**src/rtl/sar_search_4.sv**
```systemverilog
// Successive-approximation search engine driving an external comparator.
// Binary-searches the hidden target from the comparator's eq/gt/st flags.
module sar_search_4 #(
    parameter int WIDTH = 4
) (
    input  logic             clk,
    input  logic             rst,
    input  logic             start,
    input  logic             eq,
    input  logic             gt,
    input  logic             st,
    output logic [WIDTH-1:0] guess,
    output logic             busy,
    output logic             done,
    output logic             found,
    output logic             err,
    output logic [WIDTH-1:0] result
);

    localparam int IW = (WIDTH > 1) ? $clog2(WIDTH) : 1;

    typedef enum logic [1:0] {
        S_IDLE,
        S_SEARCH,
        S_DONE
    } state_t;

    state_t           state_q, state_d;
    logic [WIDTH-1:0] guess_q, guess_d;
    logic [WIDTH-1:0] result_q, result_d;
    logic [IW-1:0]    idx_q, idx_d;
    logic             found_q, found_d;
    logic             err_q, err_d;

    logic [IW-1:0]    idx_m1;
    logic             one_hot;

    assign idx_m1  = idx_q - 1'b1;
    assign one_hot = (eq & ~gt & ~st) | (~eq & gt & ~st) | (~eq & ~gt & st);

    // Next-state: launch on start, refine one bit per compare, then report.
    always_comb begin
        state_d  = state_q;
        guess_d  = guess_q;
        result_d = result_q;
        idx_d    = idx_q;
        found_d  = found_q;
        err_d    = err_q;
        case (state_q)
            S_IDLE: begin
                if (start) begin
                    guess_d            = '0;
                    guess_d[WIDTH-1]   = 1'b1;
                    idx_d              = IW'(WIDTH - 1);
                    found_d            = 1'b0;
                    err_d              = 1'b0;
                    state_d            = S_SEARCH;
                end
            end
            S_SEARCH: begin
                if (!one_hot) begin
                    err_d   = 1'b1;
                    state_d = S_DONE;
                end else if (eq) begin
                    result_d = guess_q;
                    found_d  = 1'b1;
                    state_d  = S_DONE;
                end else if (idx_q != '0) begin
                    if (st) begin
                        guess_d[idx_q] = 1'b0;
                    end
                    guess_d[idx_m1] = 1'b1;
                    idx_d           = idx_m1;
                end else if (st) begin
                    // Only candidate left is the guess with bit 0 cleared.
                    result_d    = guess_q;
                    result_d[0] = 1'b0;
                    found_d     = 1'b1;
                    state_d     = S_DONE;
                end else begin
                    err_d   = 1'b1;
                    state_d = S_DONE;
                end
            end
            S_DONE: begin
                state_d = S_IDLE;
            end
            default: begin
                state_d = S_IDLE;
            end
        endcase
    end

    // State and output registers with synchronous reset.
    always_ff @(posedge clk) begin
        if (rst) begin
            state_q  <= S_IDLE;
            guess_q  <= '0;
            result_q <= '0;
            idx_q    <= '0;
            found_q  <= 1'b0;
            err_q    <= 1'b0;
        end else begin
            state_q  <= state_d;
            guess_q  <= guess_d;
            result_q <= result_d;
            idx_q    <= idx_d;
            found_q  <= found_d;
            err_q    <= err_d;
        end
    end

    assign guess  = guess_q;
    assign result = result_q;
    assign found  = found_q;
    assign err    = err_q;
    assign busy   = (state_q == S_SEARCH);
    assign done   = (state_q == S_DONE);

endmodule

```
**config.mk**
```make
export PLATFORM = sky130hd
export DESIGN_NAME = sar_search_4
export DESIGN_NICKNAME = d
export VERILOG_FILES = /design/src/rtl/sar_search_4.sv
export SDC_FILE = /design/constraint.sdc
export NUM_CORES = 1
export LEC_CHECK = 0
export BUFFER_PORTS_ARGS = -buffer_cell sky130_fd_sc_hd__buf_2
export CORE_UTILIZATION = 45
export DETAILED_ROUTE_END_ITERATION = 10
export GPL_TIMING_DRIVEN = 1
export PLACE_DENSITY = 0.74
export SLEW_MARGIN = 20
export SYNTH_ARGS = -nofsm -noshare
export SYNTH_HDL_FRONTEND = slang
export SYNTH_SLANG_ARGS = --single-unit
```
**constraint.sdc**
```tcl
create_clock -name clk -period 2.8 [get_ports clk]
set_input_delay 0.28 -clock clk [delete_from_list [all_inputs] [get_ports clk]]
set_output_delay 0.28 -clock clk [all_outputs]
set_load 0.01 [all_outputs]
```
# Yosys cells after proc, flatten, opt, wreduce, memory -nomap -nowiden
# Cells that the tools add are included.
[totals]
register_bits = 14
in_bits = 6
output_inout_bits = 12
elab_cells = 87
[op_classes]
addsub = 1
n_lt_le_gt_ge = 4
eq_ne = 13
n_mux = 38
bitwise_logic = 14
n_reduce_logical = 11
[ops]
columns = ["cell", "n"]
rows = [
  ["$mux 4", 12],
  ["$mux 2", 8],
  ["$ne 3x3->1 const B", 5],
  ["$reduce_and 5->1", 3],
  ["$mux 1", 11],
  ["$pmux 2 s2", 2],
  ["$pmux 4 s2", 1],
  ["$and 1x1->1", 6],
  ["$lt 2x3->1 const B", 2],
  ["$ne 2x2->1 const B", 3],
  ["$reduce_bool 2->1", 3],
  ["$and 4x4->4", 1],
  ["$demux 1 s2", 2],
  ["$ge 2x1->1 const B", 2],
  ["$ne 2x1->1 const B", 2],
  ["$ne 4x4->1 const B", 1],
  ["$not 4->4", 1],
  ["$or 4x4->4", 1],
  ["$pmux 1 s2", 2],
  ["$reduce_and 4->1", 1],
  ["$not 1->1", 3],
  ["$eq 2x1->1 const B", 1],
  ["$eq 2x2->1 const B", 1],
  ["$logic_and 1x1->1", 2],
  ["4 further kinds", 5],
]

# Logic depth before layout (Yosys ltp)
[logic_depth]
ltp_word = 16
depth_mapped = 6
ltp_nobuf = 6

# Worst setup path after synthesis
# No wires, ideal clock.
[synth_path]
kind = "flip-flop to flip-flop"
start = "reg idx_q[0]"
end = "reg idx_q[1]"
setup_time_ns = 0.091
t_arrival_ns = 1.564
required_ns = 2.709
slack_ns = 1.145
path_stages_with_launch = 7
n_path_buf = 0
period_less_slack_ns = 1.655
path_cell_list = "dfxtp_1 > inv_1 > ha_1 > nor4b_2 > nand2_1 > and3_1 > a311oi_1"
[synth_between]
elab_chain_len = 5
elab_cells_between_ends = 8
classes_between = "add/sub (1); eq/ne (1); mux (4); reduce/logical (2)"
[synth_lines]
columns = ["item", "line_no", "text"]
rows = [
  ["start, declared", "31", "logic [IW-1:0] idx_q, idx_d;"],
  ["start signal, assigned", "107", "idx_q <= idx_d;"],
  ["$sub 2x1->2", "38", "assign idx_m1 = idx_q - 1'b1;"],
  ["$mux 2", "68", "end else if (idx_q != '0) begin"],
  ["$mux 2", "64", "end else if (eq) begin"],
  ["$mux 2", "61", "if (!one_hot) begin"],
  ["$pmux 2 s2", "49", "case (state_q)"],
]
# Parallel ways exist; a longest one is shown, timed or not. The select of a mux whose other input is x is not followed.
# A chain may end at the register's enable or synchronous reset.

# Worst setup path in the final report
# Ends and elaborated chain as after synthesis.

==> PnR_summary.wiki <==
{| class="wikitable"
! Metric !! Value
|-
| Result of the run || finished, violations left
|-
| Failing checks || DRC
|-
| Largest net degree at the start of global routing || 17
|-
| HPWL reported at the end of detailed placement || 1.16 mm
|-
| Critical-path cell with the highest stage delay || sky130_fd_sc_hd__dfxtp_1
|-
| Post-synth EDFFs || 0
|-
| Maximum fanout along the worst path || 8
|-
| Final hold vios || 0
|-
| Buffer levels on the longest clock path || 2
|-
| Post-Synthesis Cells || 83
|-
| Top-Level Pins || 18
|-
| Routed wirelength normalized by instance count || 13.9 µm
|-
| CP required || 3.00 ns
|-
| Worst setup slack after placement || approximately 0.93 ns
|-
| Setup Skew || around 0.005 ns
|-
| Clock share of power || 0.340
|-
| Share of post-route cells with drive strength above 1 || 0.275
|-
| Post-Route WL || 1.64 mm
|-
| Number of fillers in the final layout || 142
|-
| Syn-to-layout area delta || 16.1%
|-
| Post-synthesis async set-or-reset flop share || 0
|-
| Final setup violation count || 0
|-
| Tot GR Track Use || 0.201
|-
| Worst IR Drop VDD || around 0.30 mV
|-
| Flip-flop and latch count after synthesis || 14
|-
| Number of antenna violations at the first check in global routing || 0
|-
| Ratio of routed vias to standard cells || ~5.7
|-
| Buffers on Ports || 17
|-
| H-Tree Depth || 1
|-
| Post-Syn Area per Cell || between 9 and 10 µm²
|-
| Number of diodes || 0
|-
| Net switching power of the design || around 0.00013 W
|-
| Areal power density over the cells || 494 mW/mm²
|-
| Total number of vias || between 600 and 700
|-
| Final max-slew violation count || 0
|-
| Syn nets || 96
|-
| Vias in the first global route || 620
|-
| Count of hold-fix buffers inserted at cts || 0
|-
| Highest cell delay on the worst timing path || 0.48 ns
|-
| Data arrival time of the worst path || 2.14 ns
|-
| Area leader, netlist || sky130_fd_sc_hd__dfxtp_1
|-
| Starting density of the core || 0.503
|-
| Setup bufs post-CTS || 0
|-
| Most frequently used flop master after synthesis || sky130_fd_sc_hd__dfxtp_1
|-
| TritonRoute pass-1 iters || 7
|-
| Total number of clock tree sinks || 14
|-
| Synth warn || 0
|-
| Nature of the critical path endpoint || register
|-
| Standby leakage power || 0.393 nW
|-
| Clk pin slew, worst setup/hold paths || 0.10 ns
|-
| Die Width || 43.8 µm
|-
| Number of nets at the end of the flow || 116
|-
| Root buffer cell || sky130_fd_sc_hd__clkbuf_4
|-
| Area inside the core boundary || 0.00156 mm²
|-
| Timing-limited maximum frequency || 517 MHz
|-
| Post-synthesis sequential area ratio || 0.357
|-
| Minimum period implied by the final worst setup slack || between 1.5 and 2 ns
|-
| Overflow after GRT || 0
|-
| Vert. Die Dim || 43.8 µm
|-
| Switching fraction of total power || 0.294
|-
| Clk_lat worst skew || 0.29 ns
|-
| Transition time at the pin with the least slew margin || 0.463 ns
|-
| Design internal power || ~0.00032 W
|-
| Setup TNS || 0 ns
|-
| Gate power share || 0.174
|-
| Crit path kind || register to register
|-
| Number of buffers added by the clock tree synthesis step || 3
|-
| Period utilization || 0.691
|-
| Largest cells by area after synthesis || sky130_fd_sc_hd__dfxtp_1 36%, sky130_fd_sc_hd__ha_1 11%, sky130_fd_sc_hd__nor2_1 5.3%, sky130_fd_sc_hd__a21oi_1 3.8%, sky130_fd_sc_hd__mux2i_1 3.8%
|-
| Final Wtd Congestion || 0.888
|-
| Reported max-cap violation count || 0
|-
| FP Rows || 14
|-
| CP Cell Sequence || inv_1, ha_1, nor4b_2, nand2_1, and3_1, a311oi_1
|-
| Setup repair after global routing missed its margin || no
|-
| Number of gates resized after CTS || 0
|-
| Footprint of the multi-input gates || 474 µm²
|-
| Class of the worst hold path || input pin to register
|-
| First-pass GRT wire length || 2.80 mm
|-
| Part of the total power dissipated in sequential elements || 0.486
|-
| Top-area cell type share of the netlist area || 0.357
|-
| Total area of sequential cells || between 200 and 300 µm²
|-
| Number of unique standard cell types used by synthesis || 31
|-
| Detailed-route DRC error count || 1
|-
| Util after Layout || 0.584
|-
| Remaining number of nets flagged by the antenna check after routing || 0
|-
| Worst slew margin relative to its limit || 0.690
|-
| Full die area || 0.00191 mm²
|-
| CTS tree || yes
|-
| Combined area of all synthesized cells || 785 µm²
|-
| Startpoint types || register
|-
| Worst setup slack after layout || a little under 0.9 ns
|-
| DRT iter0 DRCs || 11
|}
[sequential cells by signal, indices dropped and copies added, names as in the netlist]
name     cells
found        1
err          1
result       4
state_q      2
idx_q        2
guess        4
[final cells by class]
cell class	instances	share of cell area
Tap cell	16	0.0220
Multi-Input combinational cell	63	0.521
Clock buffer	4	0.0398
Inverter	4	0.0165
Sequential cell	14	0.308
Timing Repair Buffer	17	0.0934
[power by group through the flow]
stage	Sequential (W)	Combinational (W)	Clock, W
6_report	0.000219	0.0000780	0.000153
5_1_grt	0.000220	0.0000884	0.000164
4_1_cts	0.000218	0.0000775	0.000151
3_5_place_dp	0.000223	0.0000770	0
3_3_place_gp	0.000223	0.0000767	0
2_1_floorplan	0.000222	0.0000546	0
[kinds of logic (layout without fill, tap and decap cells)]
family / count (synthesis) / after routing / synth area share
compound gates: 16 / 16 / 0.161
buf+inv: 6 / 25 / 0.0383
fa+ha+maj: 7 / 7 / 0.112
simple gates: 36 / 36 / 0.273
mux: 3 / 3 / 0.0383
flops: 14 / 14 / 0.357
xor+xnor: 1 / 1 / 0.0207
[through the flow]
| stage | cell area [µm²] | std cells | power [W] | hold WS, ns |
|---|---|---|---|---|
| global placement | 875 | 114 | 0.000300 | 0.444 |
| detailed placement | 875 | 114 | 0.000300 | 0.452 |
| floorplan | 785 | 83 | 0.000277 | 0.352 |
| finish | 911 | 118 | 0.000450 | 0.344 |
| CTS | 911 | 118 | 0.000447 | 0.347 |
| global route | 911 | 118 | 0.000473 | 0.366 |
[Yosys cell counts, drive strengths merged, types with 2 or more instances]
master / number
o31ai: 2
inv: 4
a21oi: 6
nand2b: 3
nor3b: 4
nor2b: 2
mux2i: 3
nor2: 11
nand4b: 2
dfxtp: 14
nand3: 2
ha: 7
nor3: 3
nand2: 5
nand3b: 2
[metal layers]
layer	part of all wire	up-vias	global-route usage
met1	0.47	319	0.279
met5	0	-	0
met2	0.47	22	0.290
met4	0.013	0	0.113
met3	0.045	4	0.0375
li1	-	333	-
[worst max-delay path, delay by kind of cell, from the launching register on]
family          cells  cell delay, ns
compound gates      1            0.24
simple gates        3            0.68
buf+inv             1            0.13
flops               1            0.48
fa+ha+maj           1            0.31
[cell usage in the layout (no fill, tap or decap)]
master	count
sky130_fd_sc_hd__a2111oi_2	1
sky130_fd_sc_hd__a211oi_2	1
sky130_fd_sc_hd__a21oi_1	6
sky130_fd_sc_hd__a22oi_1	1
sky130_fd_sc_hd__a311oi_1	1
sky130_fd_sc_hd__a31oi_1	1
sky130_fd_sc_hd__a32o_1	1
sky130_fd_sc_hd__and3_1	1
sky130_fd_sc_hd__buf_2	17
sky130_fd_sc_hd__clkbuf_4	3
sky130_fd_sc_hd__clkbuf_8	1
sky130_fd_sc_hd__dfxtp_1	14
sky130_fd_sc_hd__ha_1	7
sky130_fd_sc_hd__inv_1	4
sky130_fd_sc_hd__mux2i_1	3
sky130_fd_sc_hd__nand2_1	5
sky130_fd_sc_hd__nand2b_1	2
sky130_fd_sc_hd__nand2b_2	1
sky130_fd_sc_hd__nand3_1	2
sky130_fd_sc_hd__nand3b_1	2
sky130_fd_sc_hd__nand4b_1	2
sky130_fd_sc_hd__nor2_1	11
sky130_fd_sc_hd__nor2b_1	2
sky130_fd_sc_hd__nor3_1	3
sky130_fd_sc_hd__nor3b_1	3
sky130_fd_sc_hd__nor3b_4	1
sky130_fd_sc_hd__nor4b_2	1
sky130_fd_sc_hd__o21bai_1	1
sky130_fd_sc_hd__o221ai_1	1
sky130_fd_sc_hd__o31ai_1	1
sky130_fd_sc_hd__o31ai_2	1
sky130_fd_sc_hd__xor2_2	1
[final timing paths]
| check | depth (start not counted) | endpoint | start | slack [ns] |
|---|---|---|---|---|
| worst min register to register | 2 | err | err | 0.46 |
| worst min-delay path | 2 | result[3] | rst | 0.34 |
| worst max register to register | 6 | idx_q[1] | idx_q[0] | 0.87 |
| worst max-delay path | 6 | idx_q[1] | idx_q[0] | 0.87 |
Power figures use the tool's default switching activity.
